## config.mk

```make
export PLATFORM = sky130hd
export DESIGN_NAME = sprite_line_render
export DESIGN_NICKNAME = d
export VERILOG_FILES = /design/src/rtl/sprite_line_render.sv
export SDC_FILE = /design/constraint.sdc
export NUM_CORES = 1
export LEC_CHECK = 0
export ABC_AREA = 1
export CORE_ASPECT_RATIO = 1.25
export CORE_MARGIN = 2
export CORE_UTILIZATION = 40
export CTS_BUF_LIST = sky130_fd_sc_hd__clkbuf_4 sky130_fd_sc_hd__clkbuf_8 sky130_fd_sc_hd__clkbuf_16
export CTS_CLUSTER_DIAMETER = 60
export DETAILED_ROUTE_END_ITERATION = 6
export DONT_BUFFER_PORTS = 1
export GPL_TIMING_DRIVEN = 0
export PLACE_DENSITY = 0.58
export SETUP_SLACK_MARGIN = 0.1
export SLEW_MARGIN = 40
export SYNTH_ARGS = -nofsm -noshare
export SYNTH_HDL_FRONTEND = slang
export SYNTH_SLANG_ARGS = --single-unit
export TNS_END_PERCENT = 50
```

## constraint.sdc

```tcl
create_clock -name clk -period 5.3 [get_ports clk]
set_clock_uncertainty 0.2 [all_clocks]
set_input_delay 0.53 -clock clk [delete_from_list [all_inputs] [get_ports clk]]
set_output_delay 0.53 -clock clk [all_outputs]
set_load 0.02 [all_outputs]
```

## src/rtl/sprite_line_render.sv

```systemverilog
// Sprite line renderer: fetches one sprite row per line from an external
// ROM during horizontal blanking, then overlays it on the next active line.
// The pixel outputs and the delayed syncs are all registered one cycle
// behind the timing generator signals that produced them.
module sprite_line_render #(
  parameter int H_RES       = 1024,
  parameter int V_RES       = 768,
  parameter int SPR_W       = 8,
  parameter int SPR_H       = 8,
  parameter int SCALE_SHIFT = 0,
  parameter int COLR_BITS   = 4,
  parameter int TRANSP      = 0,
  parameter int ADDR_W      = 6
) (
  input  logic                 clk,
  input  logic                 reset_n,
  input  logic [11:0]          sx,
  input  logic [11:0]          sy,
  input  logic                 de,
  input  logic                 hsync,
  input  logic                 vsync,
  input  logic [11:0]          spr_x,
  input  logic [11:0]          spr_y,
  input  logic                 spr_en,
  output logic [ADDR_W-1:0]    rom_addr,
  input  logic [COLR_BITS-1:0] rom_data,
  output logic [COLR_BITS-1:0] pix,
  output logic                 pix_en,
  output logic                 pix_de,
  output logic                 pix_hs,
  output logic                 pix_vs
);

  localparam int CW = $clog2(SPR_W);
  localparam int RW = $clog2(SPR_H);

  typedef enum logic [1:0] {IDLE, FETCH, DRAIN} state_t;

  state_t              state;
  logic [CW-1:0]       idx;
  logic                cap_valid;
  logic [CW-1:0]       cap_idx;
  logic                line_valid;
  logic                de_q;
  logic [11:0]         x_q;
  logic [11:0]         y_q;
  logic                en_q;
  logic [COLR_BITS-1:0] linebuf [SPR_W];

  // Line-end detection and hit test for the line about to be drawn.
  // The first line of a frame is tested against the live position because
  // the latched copy is only being loaded on that same cycle.
  logic                line_end;
  logic                last_line;
  logic [11:0]         next_line;
  logic [11:0]         hit_y;
  logic                hit_en;
  logic [12:0]         dy;
  logic [12:0]         row_full;
  logic                hit;
  logic [ADDR_W-1:0]   base_addr;

  assign line_end  = de_q & ~de;
  assign last_line = (sy == 12'(V_RES - 1));
  assign next_line = last_line ? 12'd0 : sy + 12'd1;
  assign hit_y     = last_line ? spr_y : y_q;
  assign hit_en    = last_line ? spr_en : en_q;
  assign dy        = {1'b0, next_line} - {1'b0, hit_y};
  assign row_full  = dy >> SCALE_SHIFT;
  assign hit       = hit_en && (next_line >= hit_y) && (row_full < 13'(SPR_H));
  assign base_addr = ADDR_W'({row_full[RW-1:0], {CW{1'b0}}});

  // Column lookup for the pixel currently presented by the timing generator.
  logic [12:0]          dx;
  logic [12:0]          col_full;
  logic [CW-1:0]        col;
  logic                 in_spr;
  logic [COLR_BITS-1:0] cur;
  logic                 opaque;

  assign dx       = {1'b0, sx} - {1'b0, x_q};
  assign col_full = dx >> SCALE_SHIFT;
  assign col      = col_full[CW-1:0];
  assign in_spr   = line_valid && de && (sx >= x_q) && (col_full < 13'(SPR_W))
                    && (sx < 12'(H_RES));
  assign cur      = linebuf[col];
  assign opaque   = in_spr && (cur != COLR_BITS'(TRANSP));

  // Latch the sprite position once per frame so mid-frame moves take effect next frame.
  always_ff @(posedge clk or negedge reset_n) begin
    if (!reset_n) begin
      x_q  <= '0;
      y_q  <= '0;
      en_q <= 1'b0;
    end else if (line_end && last_line) begin
      x_q  <= spr_x;
      y_q  <= spr_y;
      en_q <= spr_en;
    end
  end

  // Row fetch sequencer; a line end always restarts it for the new line.
  always_ff @(posedge clk or negedge reset_n) begin
    if (!reset_n) begin
      state      <= IDLE;
      idx        <= '0;
      rom_addr   <= '0;
      line_valid <= 1'b0;
      cap_valid  <= 1'b0;
      cap_idx    <= '0;
    end else begin
      cap_valid <= 1'b0;
      if (line_end) begin
        line_valid <= 1'b0;
        idx        <= '0;
        if (hit) begin
          state    <= FETCH;
          rom_addr <= base_addr;
        end else begin
          state <= IDLE;
        end
      end else begin
        case (state)
          FETCH: begin
            cap_valid <= 1'b1;
            cap_idx   <= idx;
            rom_addr  <= rom_addr + ADDR_W'(1);
            idx       <= idx + CW'(1);
            if (idx == CW'(SPR_W - 1)) state <= DRAIN;
          end
          DRAIN: begin
            line_valid <= 1'b1;
            state      <= IDLE;
          end
          default: state <= IDLE;
        endcase
      end
    end
  end

  // Capture ROM data one cycle after its address was issued.
  always_ff @(posedge clk) begin
    if (cap_valid) linebuf[cap_idx] <= rom_data;
  end

  // Register pixel output and delay the timing signals by the same cycle.
  always_ff @(posedge clk or negedge reset_n) begin
    if (!reset_n) begin
      pix    <= '0;
      pix_en <= 1'b0;
      pix_de <= 1'b0;
      pix_hs <= 1'b0;
      pix_vs <= 1'b0;
      de_q   <= 1'b0;
    end else begin
      pix    <= opaque ? cur : '0;
      pix_en <= opaque;
      pix_de <= de;
      pix_hs <= hsync;
      pix_vs <= vsync;
      de_q   <= de;
    end
  end

endmodule

```

* Yosys cells after proc, flatten, opt, wreduce, memory -nomap -nowiden *
Memories as Yosys holds them, arrays and structs flattened.
Cells that the tools add are included.

word-level totals
  output and inout bits = 14
  memory bits (writable) = 32
  word-level logic and storage cells = 66
  memories = 1
  bits in latches = 0
  register bits after elaboration = 49
  input port bits = 58
  memory bits (read-only) = 0

operators by class
  multiplexer cells = 19
  add/sub/neg operators = 5
  reduce and logical (&&, ||, !) cells = 13
  magnitude comparators = 5
  shift-type cells = 0
  div/mod/pow operators = 0
  multipliers = 0
  bitwise logic cells = 3
  equal/unequal tests = 6

memory list
  name     depth  width  rd ports  clocked after memory_dff  wr ports  RTL line  text
  linebuf  8      4      1         0                         1         48        logic [COLR_BITS-1:0] linebuf [SPR_W];

operators by type and width
  kind                     count
  $lt A13 B4 Y1 const B    2
  $sub A12 B12 Y13         2
  $ge A12 B12 Y1           2
  $mux W12                 2
  $mux W6                  3
  $add A12 B1 Y12 const B  1
  $eq A12 B10 Y1 const B   1
  $lt A12 B11 Y1 const B   1
  $logic_and A1 B1 Y1      8
  $mux W1                  8
  $add A6 B1 Y6 const B    1
  $mux W2                  3
  $mux W3                  2
  $mux W4                  1
  $reduce_and A2 Y1        2
  $reduce_bool A2 Y1       2
  $reduce_bool A4 Y1       1
  $add A3 B1 Y3 const B    1
  $eq A3 B3 Y1 const B     1
  $ne A3 B3 Y1 const B     1
  $eq A2 B1 Y1 const B     1
  $eq A2 B2 Y1 const B     1
  $ne A2 B1 Y1 const B     1
  $not A1 Y1               2
  $and A1 B1 Y1            1

* Depth between registers and ports, before layout *
Gate-level depths: netlist of the first run.

  word-level depth = 7
  gate-level depth with buffers = 23
  depth with buffers taken out = 22

* Worst setup path before layout of the first run *
Ideal clock, no wire load.

  path kind = input to register
  start = input port sy[0]
  end = register rom_addr[2]
  data arrival time = 2.984 ns
  path buffers = 1
  cell stages on the path = 18
  data required time = 5.034 ns
  library setup time = 0.066 ns
  slack = 2.050 ns
  cell sequence = ha_1 nand2_1 nor2_2 nand3_4 inv_2 clkbuf_1 o21ai_0 fa_1 nand3_1 nand2_2 xor2_1 nor2_1 nand3_1 nor2_2 nand3_4 nand2_4 nand2_1 nand2_1

between the ends
  longest elaborated chain between the ends = 7
  elaborated cells between the ends (all ways) = 12
  those cells by class = 2 x add/sub; 2 x order compare; 2 x eq/ne; 3 x mux; 3 x reduce/logical

RTL lines
  what                                                         RTL line  text
  start: declaration                                           18        input logic [11:0] sy,
  $add A12 B1 Y12 / $eq A12 B10 Y1 (equally long branches)     65, 64
  $mux W12 (on tied branches)                                  65, 66
  $sub A12 B12 Y13 / $ge A12 B12 Y1 (equally long branches)    68, 70
  $lt A13 B4 Y1 / $logic_and A1 B1 Y1 (equally long branches)  70        assign hit = hit_en && (next_line >= hit_y) && (row_full < 13'(SPR_H));
  $logic_and A1 B1 Y1 *                                        70
  $ne A2 B1 Y1 (no source line) *                              -
  $reduce_and A2 Y1 (no source line) *                         -
  end signal: assignment                                       118       rom_addr <= base_addr;
  end signal: assignment                                       127       rom_addr <= rom_addr + ADDR_W'(1);
  end: declaration                                             25        output logic [ADDR_W-1:0] rom_addr,

Every way passes the cells marked *; elsewhere a longest branch is shown, timed or not.
A chain may end at the register's enable or synchronous reset.

* Final worst setup path of the first run *
  start = input port sy[0]
  end = register rom_addr[3]

between the ends
  longest elaborated chain between the ends = 7
  elaborated cells between the ends (all ways) = 14
  those cells by class = 2 x add/sub; 2 x order compare; 2 x eq/ne; 5 x mux; 3 x reduce/logical

RTL lines
  what                                                         RTL line
  $add A12 B1 Y12 / $eq A12 B10 Y1 (equally long branches)     65, 64
  $mux W12 (on tied branches)                                  65, 66
  $sub A12 B12 Y13 / $ge A12 B12 Y1 (equally long branches)    68, 70
  $lt A13 B4 Y1 / $logic_and A1 B1 Y1 (equally long branches)  70
  $logic_and A1 B1 Y1                                          70
  $ne A2 B1 Y1 (no source line)                                -
  $reduce_and A2 Y1 (no source line)                           -

Parallel ways exist; a longest one is shown, timed or not. The select of a mux whose other input is x is not followed.

==> results.txt, run 1 <==
----------------------------------------------------
[Cells and area]
  Combined area of the multi-input logic cells ... 2470 sq um
  Layout filler cell count ... 1254
  Count of antenna diodes in the layout ... 0
  Area growth from synthesis to layout ... 11.2%
  Count of nets after finishing ... 772
  Area occupied by registers ... 2190 sq um
  Share of final-layout standard cells stronger than drive strength 1 ... 7.84%

[Power]
  Static leakage ... 2.79 nW
  Worst-case vdd ir drop ... 0.131 mV
  Power density cells ... 265 nW/um^2
  Total power after layout ... 1.52 mW

[Placed design]
  Sum of net half-perimeters after detailed placement ... 9.15 mm
  Quantity of I/O buffers inserted on ports ... 0
  Final estimated routing congestion in global placement ... 0.919

[Die]
  Std-Cell Rows ... 46
  Total Die Area ... 13800 sq um
  Placeable core region ... 12600 sq um
  Die Wd ... 105 um
  Initial core utilization ... 40.8%
  Top Ports ... 72
  Vertical die dimension ... 131 um

[Setup path]
  Nature of the critical path startpoint ... primary input
  Delay of the slowest critical-path stage ... 0.50 ns
  Cell-by-cell listing of the critical path ... ha_1 -> nand2_1 -> nor2_2 -> nand3_4 -> inv_2 -> clkbuf_1 -> o21ai_0 -> fa_1 -> nand3_1 -> nand2_2 -> nand2_1 -> a21oi_1 -> nand3b_1 -> nor2_2 -> nand3_4 -> nand2_4 -> nand2_1 -> nand2_1
  Crit path top cell by count ... nand2_1
  Arrival @ worst endpoint ... 3.62 ns
  Family with the most delay on the worst path ... simple AND/OR/NAND/NOR gates
  Type of element capturing the critical path ... flip-flop
  Worst-path maximum fanout ... 10
  CP bufs+invs ... 2
  Required @ worst endpoint ... 5.37 ns
  Worst Path Class, Setup ... primary input to flip-flop
  Slowest cell on the critical path ... fa_1

[Clock tree]
  Post-CTS resize count ... 0
  Clock latency reported for the late side of the worst-skew pair ... 0.34 ns
  CTS H-tree lvls ... 3
  Root buffer cell ... clkbuf_16
  Number of CTS-inserted buffers ... 9
  Clock edge transition at the registers on the reported setup and hold paths ... 0.06 ns
  Sinks on Clock Net ... 81
  Buffers from clock root to sink, at most ... 2
  TritonCTS clock tree ... built

[Global route]
  Initial antenna violation count ... 0
  Aggregate global-route resource usage ... 18.4%
  Overflow left after global routing ... 0
  Maximum number of pins on one net before global-route repair ... 50
  First-pass GRT wire length ... 19.9 mm
  Number of global-route vias before repair ... 4148

[Synthesis]
  Number of synthesized register bits ... 81
  Number of warnings printed during yosys synthesis ... 0
  Net count after synthesis ... 757
  Gate count of the mapped netlist ... 669
  Distinct cell type count of the synthesized netlist ... 41
  Top cell type by total area after synthesis ... dfrtp_1
  Area of the mapped netlist ... 5140 sq um
  Top-area cell type share of the netlist area ... 23.8%
  Proportion of synthesized chip area in sequential cells ... 42.5%
  Top area cells in the synthesized netlist ... dfrtp_1, edfxtp_1, nand2_1
  Synthesized area per cell ... 7.69 sq um

[STA]
  Portion of the clock cycle consumed by the worst path in the final layout ... 66.8%
  Slew at the pin closest to its max-slew limit ... 0.545 ns
  Max Clock Freq ... 282 MHz
  Max Transition Viols Final ... 0
  RSZ-0062 raised after global routing ... false
  Final number of hold-violating endpoints ... 0
  Setup TNS ... 0 ns
  Relative slew margins ... 63.7%
  Number of setup violations in the final report ... 0
  Post-layout min period ... 3.54 ns

[Route]
  Remaining number of nets flagged by the antenna check after routing ... 0
  Remaining DRCs ... 0
  Via-per-instance ratio ... 4.92
  DRT Wirelength ... 12.0 mm
  First drt pass iteration count ... 4
  First-iteration detailed-routing DRC count ... 170
  Vias post-DR ... 4215
  Average wire length per cell after detail routing ... 14.0 um

[Job]
  Total of max-cap violations ... 0

[Status]
  Run status ... finished clean

[Hold path]
  Path category of the worst min-delay check ... primary input to flip-flop

----------------------------------------------------
## sequential cells by signal, summed over array words and instances (netlist names)
register,count
cap_idx,3
cap_valid,1
de_q,1
en_q,1
idx,3
line_valid,1
linebuf,32
pix,4
pix_en,1
pix_hs,1
pix_vs,1
rom_addr,6
state,2
x_q,12
y_q,12
## through the flow
stage / cell area, sq um / cells / hold slack [ns] / setup slack, ns / util, %
after floorplan: 5140 / 669 / 0.0344 / 2.05 / -
after global placement: 5350 / 837 / 0.0365 / 1.41 / 42.5
after detailed placement: 5350 / 837 / 0.0377 / 1.37 / 42.5
after CTS: 5700 / 855 / 0.00520 / 1.72 / 45.2
after global routing: 5720 / 857 / 0.00146 / 1.33 / 45.4
final: 5720 / 857 / 0.0224 / 1.76 / 45.4
## placed cells by master (no fill, tap or decap), types with 2 or more instances in the layout
| master | count |
|---|---|
| a21oi_1 | 29 |
| a21oi_2 | 3 |
| buf_2 | 3 |
| buf_6 | 4 |
| clkbuf_1 | 5 |
| clkbuf_16 | 9 |
| dfrtp_1 | 49 |
| dlygate4sd3_1 | 3 |
| edfxtp_1 | 32 |
| fa_1 | 2 |
| ha_1 | 28 |
| inv_1 | 101 |
| inv_2 | 2 |
| inv_8 | 2 |
| mux2i_1 | 2 |
| nand2_1 | 186 |
| nand2_2 | 3 |
| nand3_1 | 54 |
| nand3_2 | 2 |
| nand3_4 | 2 |
| nand3b_1 | 2 |
| nand4_1 | 7 |
| nor2_1 | 70 |
| nor2_2 | 8 |
| nor3_1 | 2 |
| o21ai_0 | 40 |
| o21ai_1 | 2 |
| o21ai_2 | 2 |
| o21bai_1 | 2 |
| or2_2 | 2 |
| xnor2_1 | 3 |
| xor2_1 | 10 |
## synthesized netlist by cell type (all sizes together)
master,number
nand2,190
nor3b,1
nand4,8
o21a,1
mux2,1
or2,2
nand3,58
mux2i,2
buf,7
bufinv,1
and2,1
a21oi,32
nor3,3
dfrtp,49
xor2,10
ha,28
nand3b,2
fa,2
a211oi,1
edfxtp,32
clkbuf,5
nor2,78
xnor2,3
o21bai,2
o211ai,1
inv,104
o22ai,1
o21ai,44
## power breakdown
| part | switching (mW) | internal (mW) | total, mW |
|---|---|---|---|
| Combinational | 0.108 | 0.0643 | 0.172 |
| Sequential | 0.0298 | 0.666 | 0.696 |
| Clock | 0.268 | 0.379 | 0.647 |
## routing by layer
layer	track usage [%]	routed length, um
met5	0	0
met4	7.92	267
met3	3.22	332
met2	34.0	6320
met1	21.0	5050
## worst register-to-register path, stage by stage, from the launching register on
cell,delay [ns]
dfrtp_1,0.38
ha_1,0.18
inv_1,0.08
fa_1,0.41
buf_2,0.20
inv_1,0.22
nand3_1,0.11
nand3_1,0.09
nand2_1,0.08
nand2_1,0.06
nor2_1,0.06
nor2_1,0.09
nand2_1,0.07
nor2_2,0.09
nand4_2,0.16
nor2_1,0.13
## final cells by class
| class | count | share of cell area (%) |
|---|---|---|
| Inverter | 105 | 7.18 |
| Tap cell | 168 | 3.68 |
| Sequential cell | 81 | 38.2 |
| Clock inverter | 6 | 1.31 |
| Multi-Input combinational cell | 471 | 43.1 |
| Clock buffer | 10 | 4.07 |
| Timing Repair Buffer | 4 | 1.01 |
| Buffer | 12 | 1.38 |
## kinds of logic after synthesis
kind of cell             after synthesis  share of synthesized area (%)
AND/OR/NAND/NOR                      343                           28.9
adder cells (fa/ha/maj)               30                           7.59
AO/OA/AOI/OAI                         82                           8.61
XOR/XNOR                              13                           2.21
multiplexers                           3                          0.681
flip-flops                            81                           42.5
buffers and inverters                117                           9.51
## repair_timing
action / CTS / global route
hold endpoints to repair: 49 / 2
buffers inserted: 0 / 0
hold buffers: 2 / 2
## final timing paths
kind                               startpoint                       to  slack [ns]  depth (start not counted)
max reg2reg                x_q[0]$_DFFE_PN0P_         pix[1]$_DFF_PN0_        2.62                         15
max                                     sy[0]  rom_addr[3]$_DFFE_PN0P_        1.76                         18
min                                        de           de_q$_DFF_PN0_        0.02                          0
max in group asynchronous             reset_n           de_q$_DFF_PN0_        4.09                          2
min in group asynchronous             reset_n       y_q[5]$_DFFE_PN0P_        0.59                          2
min reg2reg                y_q[5]$_DFFE_PN0P_       y_q[5]$_DFFE_PN0P_        0.29                          2
Power figures use the tool's default switching activity.
==> inputs of run 2 (changes only) <==
- clock period: 5.3 -> 3.6 ns (I/O delays scaled with it)
==> results.txt, run 2 (synthesis results as in run 1) <==
----------------------------------------------------
[Clock tree]
  Sinks on Clock Net ... 81 (unchanged)
  Number of CTS-inserted buffers ... 9 (unchanged)
  Clock latency reported for the late side of the worst-skew pair ... 0.34 ns (about the same)
  Post CTS Setup Buffer Count ... 0 (unchanged)
  CTS H-tree lvls ... 3 (unchanged)
  Root buffer cell ... clkbuf_16
  TritonCTS clock tree ... built
  Buffers from clock root to sink, at most ... 2 (unchanged)
  Clock edge transition at the registers on the reported setup and hold paths ... 0.06 ns (about the same)

[Die]
  Top Ports ... 72 (unchanged)
  Initial core utilization ... 40.8% (unchanged)
  Std-Cell Rows ... 46 (unchanged)
  Total Die Area ... 13800 sq um (unchanged)
  Die Wd ... 105 um (unchanged)
  Placeable core region ... 12600 sq um (unchanged)
  Vertical die dimension ... 131 um (unchanged)

[Cells and area]
  Top library cells by usage in the layout, fill and taps aside ... nand2_1, inv_1, nor2_1
  Count of nets after finishing ... 795 (+3.0%)
  Count of antenna diodes in the layout ... 0 (unchanged)
  Largest regs ... linebuf (32), x_q (12), y_q (12)
  Area growth from synthesis to layout ... 15.9%
  Final Non-Filler Cells ... 880 (+2.7%)
  Share of final-layout standard cells stronger than drive strength 1 ... 7.87% (+0.028 points)
  Most common library cell in the layout ignoring fill and taps ... nand2_1
  Flip-flop count of the largest register, all copies and words added ... 32 (unchanged)
  Largest register by flop count ... linebuf

[Hold path]
  Worst Hold Depth ... 2 (+2)
  Terminating pin of the worst hold path ... y_q[1]$_DFFE_PN0P_
  Path category of the worst min-delay check ... primary input to flip-flop
  Hold Path Origin ... spr_y[1]

[STA]
  Minimum hold slack ... 0.0180 ns (-0.00439 ns)
  Slew at the pin closest to its max-slew limit ... 0.553 ns (+0.00801 ns)
  Final number of hold-violating endpoints ... 0 (unchanged)
  RSZ-0062 raised after global routing ... false
  Portion of the clock cycle consumed by the worst path in the final layout ... 84.6%
  Max Transition Viols Final ... 0 (unchanged)
  Relative slew margins ... 63.1% (-0.53 points)
  Number of setup violations in the final report ... 0 (unchanged)
  Post-layout min period ... 3.05 ns
  Max Clock Freq ... 328 MHz

[Setup path]
  Slowest cell on the critical path ... fa_1
  Arrival @ worst endpoint ... 3.12 ns (-0.50 ns)
  Worst-path maximum fanout ... 10 (unchanged)
  Delay of the slowest critical-path stage ... 0.49 ns (about the same)
  Nature of the critical path startpoint ... primary input
  Reg2Reg Launch Point ... x_q[0]$_DFFE_PN0P_
  Crit path top cell by count ... nand2_1
  Worst Path Class, Setup ... primary input to flip-flop
  Depth of the worst register-to-register path ... 15 (unchanged)
  Type of element capturing the critical path ... flip-flop
  Endpoint of the worst-slack reg-to-reg timing path ... pix[1]$_DFF_PN0_
  Cell-by-cell listing of the critical path ... ha_1 -> nand2_1 -> nor2_2 -> nand3_4 -> inv_4 -> clkbuf_4 -> o21ai_0 -> fa_1 -> nand3_1 -> nand2_2 -> nand2_1 -> a21oi_1 -> nand3b_1 -> nor2_2 -> nand3_4 -> nand2_4 -> nand2_1 -> nand2_1
  Worst setup slack for register-to-register paths ... 0.92 ns (-1.70 ns)
  Required @ worst endpoint ... 3.67 ns (-1.70 ns)

[Power]
  Power density cells ... 378 nW/um^2 (+43%)
  Worst-case vdd ir drop ... 0.193 mV (+47%)
  Static leakage ... 2.89 nW (+3.7%)

[Global route]
  Overflow left after global routing ... 0 (unchanged)
  Maximum number of pins on one net before global-route repair ... 50 (unchanged)
  Initial antenna violation count ... 0 (unchanged)
  Number of global-route vias before repair ... 4211 (+1.5%)
  First-pass GRT wire length ... 20.2 mm (+1.2%)
  Aggregate global-route resource usage ... 18.6% (+0.19 points)

[Status]
  Run status ... finished clean

[Route]
  Vias post-DR ... 4320 (+2.5%)
  DRT Wirelength ... 12.2 mm (+1.8%)
  Remaining DRCs ... 0 (unchanged)
  Via-per-instance ratio ... 4.91 (-0.19%)
  Remaining number of nets flagged by the antenna check after routing ... 0 (unchanged)
  First drt pass iteration count ... 4 (unchanged)
  First-iteration detailed-routing DRC count ... 158 (-7.1%)
  Average wire length per cell after detail routing ... 13.9 um (-0.86%)

[Placed design]
  Sum of net half-perimeters after detailed placement ... 9.15 mm (unchanged)
  Quantity of I/O buffers inserted on ports ... 0 (unchanged)
  Total instance count after detailed placement ... 837 (unchanged)
  Final estimated routing congestion in global placement ... 0.919 (unchanged)

[Job]
  Total of max-cap violations ... 0 (unchanged)

----------------------------------------------------
==> run 2: cell types whose count changed in the layout (fill, tap and decap cells not counted), sizes merged <==
cell	previous run	this run
dlygate4sd3	3	26
==> run 2: worst max-delay path by stage <==
stage,from,to,cells after the start
floorplan,sy[0],rom_addr[2]$_DFFE_PN0P_,18
global placement,sy[0],rom_addr[5]$_DFFE_PN0P_,18
detailed placement,sy[0],rom_addr[4]$_DFFE_PN0P_,18
CTS,sy[0],rom_addr[3]$_DFFE_PN0P_,18
global route,sy[0],rom_addr[5]$_DFFE_PN0P_,20
finish,sy[0],rom_addr[5]$_DFFE_PN0P_,18
==> run 2: metal layers <==
layer | GRT usage [%] | vias to the layer above | part of all wire [%]
li1 | - | 2233 | -
met1 | 21.2 | 1975 | 41
met2 | 34.4 | 88 | 53
met3 | 3.17 | 24 | 3.6
met4 | 8.24 | 0 | 2.3
met5 | 0 | - | 0
==> run 2: timing repair <==
| item | in CTS | in global routing |
|---|---|---|
| gates resized for setup | 0 | 9 |
| hold buffers | 27 | 0 |
| endpoints found under the hold margin | 102 | 0 |
| setup endpoints to repair | 0 | 7 |
==> run 2: critical path: cells and delay by family <==
kind	cells	cell delay [ns]
adder cells (fa/ha/maj)	2	0.65
AO/OA/AOI/OAI	2	0.23
buffers and inverters	2	0.37
AND/OR/NAND/NOR	12	1.53
==> run 2: area by class of cell <==
| type | instances | area, sq um |
|---|---|---|
| Tap cell | 168 | 210 |
| Sequential cell | 81 | 2190 |
| Timing Repair Buffer | 27 | 288 |
| Clock buffer | 10 | 233 |
| Inverter | 105 | 413 |
| Fill cell | 1232 | 6650 |
| Clock inverter | 6 | 75.1 |
| Multi-Input combinational cell | 471 | 2470 |
| Buffer | 12 | 86.3 |
==> run 2: power breakdown <==
group	switching (mW)	leakage, nW	internal, mW	total, mW
Clock	0.394	0.154	0.558	0.951
Sequential	0.0440	0.897	0.981	1.02
Combinational	0.167	1.84	0.111	0.279
==> run 2: metrics by stage <==
stage / power, mW / setup TNS, ns / utilization, % / cell area (sq um) / worst slack, ns
after CTS: 2.29 / 0 / 47.2 / 5950 / 0.193
after global routing: 2.37 / 0 / 47.3 / 5960 / 0.128
after floorplan: 1.23 / 0 / - / 5140 / 0.520
final: 2.25 / 0 / 47.3 / 5960 / 0.554
after global placement: 1.27 / -0.719 / 42.5 / 5350 / -0.124
after detailed placement: 1.28 / -0.957 / 42.5 / 5350 / -0.157
==> inputs of run 3 (changes only) <==
- clock period: 3.6 -> 3 ns (I/O delays scaled with it)
==> results.txt, run 3 (synthesis results as in run 1) <==
----------------------------------------------------
[Status]
  Run status ... finished clean

[STA]
  Max Clock Freq ... 362 MHz
  Final number of hold-violating endpoints ... 0 (unchanged)
  Max Transition Viols Final ... 0 (unchanged)
  Slew at the pin closest to its max-slew limit ... 0.579 ns (+0.0263 ns)
  Minimum hold slack ... 0.0345 ns (+0.0165 ns)
  Post-layout min period ... 2.76 ns
  RSZ-0062 raised after global routing ... true
  Portion of the clock cycle consumed by the worst path in the final layout ... 92.0%
  Post-layout worst setup margin ... 0.240 ns (-0.314 ns)
  Number of setup violations in the final report ... 0 (unchanged)
  Relative slew margins ... 61.4% (-1.8 points)

[Cells and area]
  Post-route design area ... 6260 sq um (+5.1%)
  Count of nets after finishing ... 814 (+2.4%)
  Flip-flop count of the largest register, all copies and words added ... 32 (unchanged)
  Area growth from synthesis to layout ... 21.8%
  Post-layout util ... 49.7% (+2.4 points)
  Top library cells by usage in the layout, fill and taps aside ... nand2_1, inv_1, nor2_1
  Area occupied by registers ... 2190 sq um (unchanged)
  Share of final-layout standard cells stronger than drive strength 1 ... 12.6% (+4.7 points)
  Combined area of the multi-input logic cells ... 2590 sq um (+5.2%)
  Count of antenna diodes in the layout ... 0 (unchanged)
  Largest regs ... linebuf (32), x_q (12), y_q (12)
  Most common library cell in the layout ignoring fill and taps ... nand2_1
  Layout filler cell count ... 1198 (-2.8%)
  Largest register by flop count ... linebuf

[Setup path]
  Worst Path Class, Setup ... primary input to flip-flop
  Arrival @ worst endpoint ... 2.83 ns (-0.29 ns)
  Type of element capturing the critical path ... flip-flop
  Cell-by-cell listing of the critical path ... ha_4 -> nand2_2 -> nor2_4 -> nand3_4 -> buf_12 -> o21ai_2 -> ha_2 -> inv_2 -> fa_2 -> nand3_2 -> nand2_4 -> xor2_1 -> nor2_1 -> nand3_1 -> nor2_2 -> nand3_4 -> nand2_4 -> nand2_1 -> nand2_1
  Reg2Reg Launch Point ... x_q[0]$_DFFE_PN0P_
  Depth of the worst register-to-register path ... 15 (unchanged)
  Nature of the critical path startpoint ... primary input
  Worst setup slack for register-to-register paths ... 0.39 ns (-0.53 ns)
  Required @ worst endpoint ... 3.07 ns (-0.60 ns)
  Beginning of the critical path ... sy[0]
  Worst-path maximum fanout ... 8 (-2)
  CP Capture Point ... rom_addr[3]$_DFFE_PN0P_
  Endpoint of the worst-slack reg-to-reg timing path ... pix[1]$_DFF_PN0_
  Slowest cell on the critical path ... fa_2
  Delay of the slowest critical-path stage ... 0.42 ns (-0.07 ns)

[Power]
  Static leakage ... 2.98 nW (+3.1%)
  Worst-case vdd ir drop ... 0.240 mV (+24%)
  Power density cells ... 435 nW/um^2 (+15%)

[Global route]
  Maximum number of pins on one net before global-route repair ... 50 (unchanged)
  First-pass GRT wire length ... 20.5 mm (+1.4%)
  Initial antenna violation count ... 0 (unchanged)
  Number of global-route vias before repair ... 4329 (+2.8%)
  Overflow left after global routing ... 0 (unchanged)
  Aggregate global-route resource usage ... 18.9% (+0.26 points)

[Placed design]
  Pre-CTS setup slack ... -0.591 ns (-0.434 ns)
  Placement-stage cell area ... 5360 sq um (+0.12%)
  Final estimated routing congestion in global placement ... 0.934 (+1.6%)
  Quantity of I/O buffers inserted on ports ... 0 (unchanged)
  Sum of net half-perimeters after detailed placement ... 9.24 mm (+0.94%)

[Clock tree]
  Clock latency reported for the late side of the worst-skew pair ... 0.34 ns (about the same)
  Clock edge transition at the registers on the reported setup and hold paths ... 0.06 ns (about the same)
  CTS H-tree lvls ... 3 (unchanged)
  Number of CTS-inserted buffers ... 9 (unchanged)
  TritonCTS clock tree ... built
  Root buffer cell ... clkbuf_16
  Buffers from clock root to sink, at most ... 2 (unchanged)
  Sinks on Clock Net ... 81 (unchanged)

[Route]
  First drt pass iteration count ... 4 (unchanged)
  First-iteration detailed-routing DRC count ... 178 (+13%)
  Via-per-instance ratio ... 4.92 (+0.27%)
  Average wire length per cell after detail routing ... 13.9 um (about the same)
  DRT Wirelength ... 12.5 mm (+2.2%)
  Vias post-DR ... 4425 (+2.4%)
  Remaining DRCs ... 0 (unchanged)
  Remaining number of nets flagged by the antenna check after routing ... 0 (unchanged)

[Hold path]
  Path category of the worst min-delay check ... primary input to flip-flop

[Die]
  Std-Cell Rows ... 46 (unchanged)
  Vertical die dimension ... 131 um (unchanged)
  Initial core utilization ... 40.8% (unchanged)
  Top Ports ... 72 (unchanged)
  Placeable core region ... 12600 sq um (unchanged)
  Die Wd ... 105 um (unchanged)
  Total Die Area ... 13800 sq um (unchanged)

[Job]
  Total of max-cap violations ... 0 (unchanged)

----------------------------------------------------
-- run 3: cell count changes in the layout (fill, tap and decap cells not counted), moves of 5 or more --
cell	delta
ha_1	-6
buf_4	+11
dlygate4sd3_1	+7
o21ai_0	-5
nor2_1	-7
-- run 3: final cells by class --
class	instances	share of cell area [%]
Buffer	12	1.50
Clock buffer	9	3.60
Clock inverter	7	1.20
Inverter	105	6.67
Multi-Input combinational cell	471	41.4
Sequential cell	81	34.9
Tap cell	168	3.36
Timing Repair Buffer	46	7.35
-- run 3: worst min-delay path by stage --
stage	start	to	slack [ns]	depth (start not counted)
after detailed placement	reset_n	pix[0]$_DFF_PN0_	-0.19	0
after global routing	de	idx[1]$_DFFE_PN0P_	0.05	2
after global placement	reset_n	pix[3]$_DFF_PN0_	-0.19	0
final	de	idx[2]$_DFFE_PN0P_	0.03	2
after floorplan	reset_n	cap_idx[0]$_DFFE_PN0P_	-0.20	0
after CTS	de	idx[2]$_DFFE_PN0P_	0.03	2
-- run 3: per-layer routing --
layer	wire length (um)	track usage, %	share of wire (%)	vias to the layer above
met5	0	0	0	-
met4	271	7.29	2.2	0
met3	384	3.52	3.1	22
met2	6570	35.0	53	99
met1	5220	21.6	42	2040
li1	-	-	-	2264
-- run 3: worst max-delay path, delay by kind of cell --
family | cells | cell delay (ns)
simple gates | 12 | 1.32
compound gates | 1 | 0.12
fa+ha+maj | 3 | 0.72
buf+inv | 2 | 0.22
xor+xnor | 1 | 0.14
-- run 3: timing repair --
item,in CTS,in global routing
setup endpoints to repair,7,11
pin swaps,2,22
buffers inserted,1,11
hold endpoints to repair,109,0
resized for setup,7,40
hold buffers,34,0
-- run 3: stage by stage --
step / power (mW) / setup TNS (ns) / std cells
after CTS: 2.73 / 0 / 888
after global placement: 1.53 / -3.91 / 837
after floorplan: 1.48 / 0 / 669
after global routing: 2.85 / 0 / 899
final: 2.72 / 0 / 899
after detailed placement: 1.53 / -4.00 / 837
-- run 3: power by group --
part | internal (mW) | total, mW | switching, mW
combinational | 0.155 | 0.369 | 0.214
clock | 0.653 | 1.13 | 0.475
sequential | 1.18 | 1.23 | 0.0520
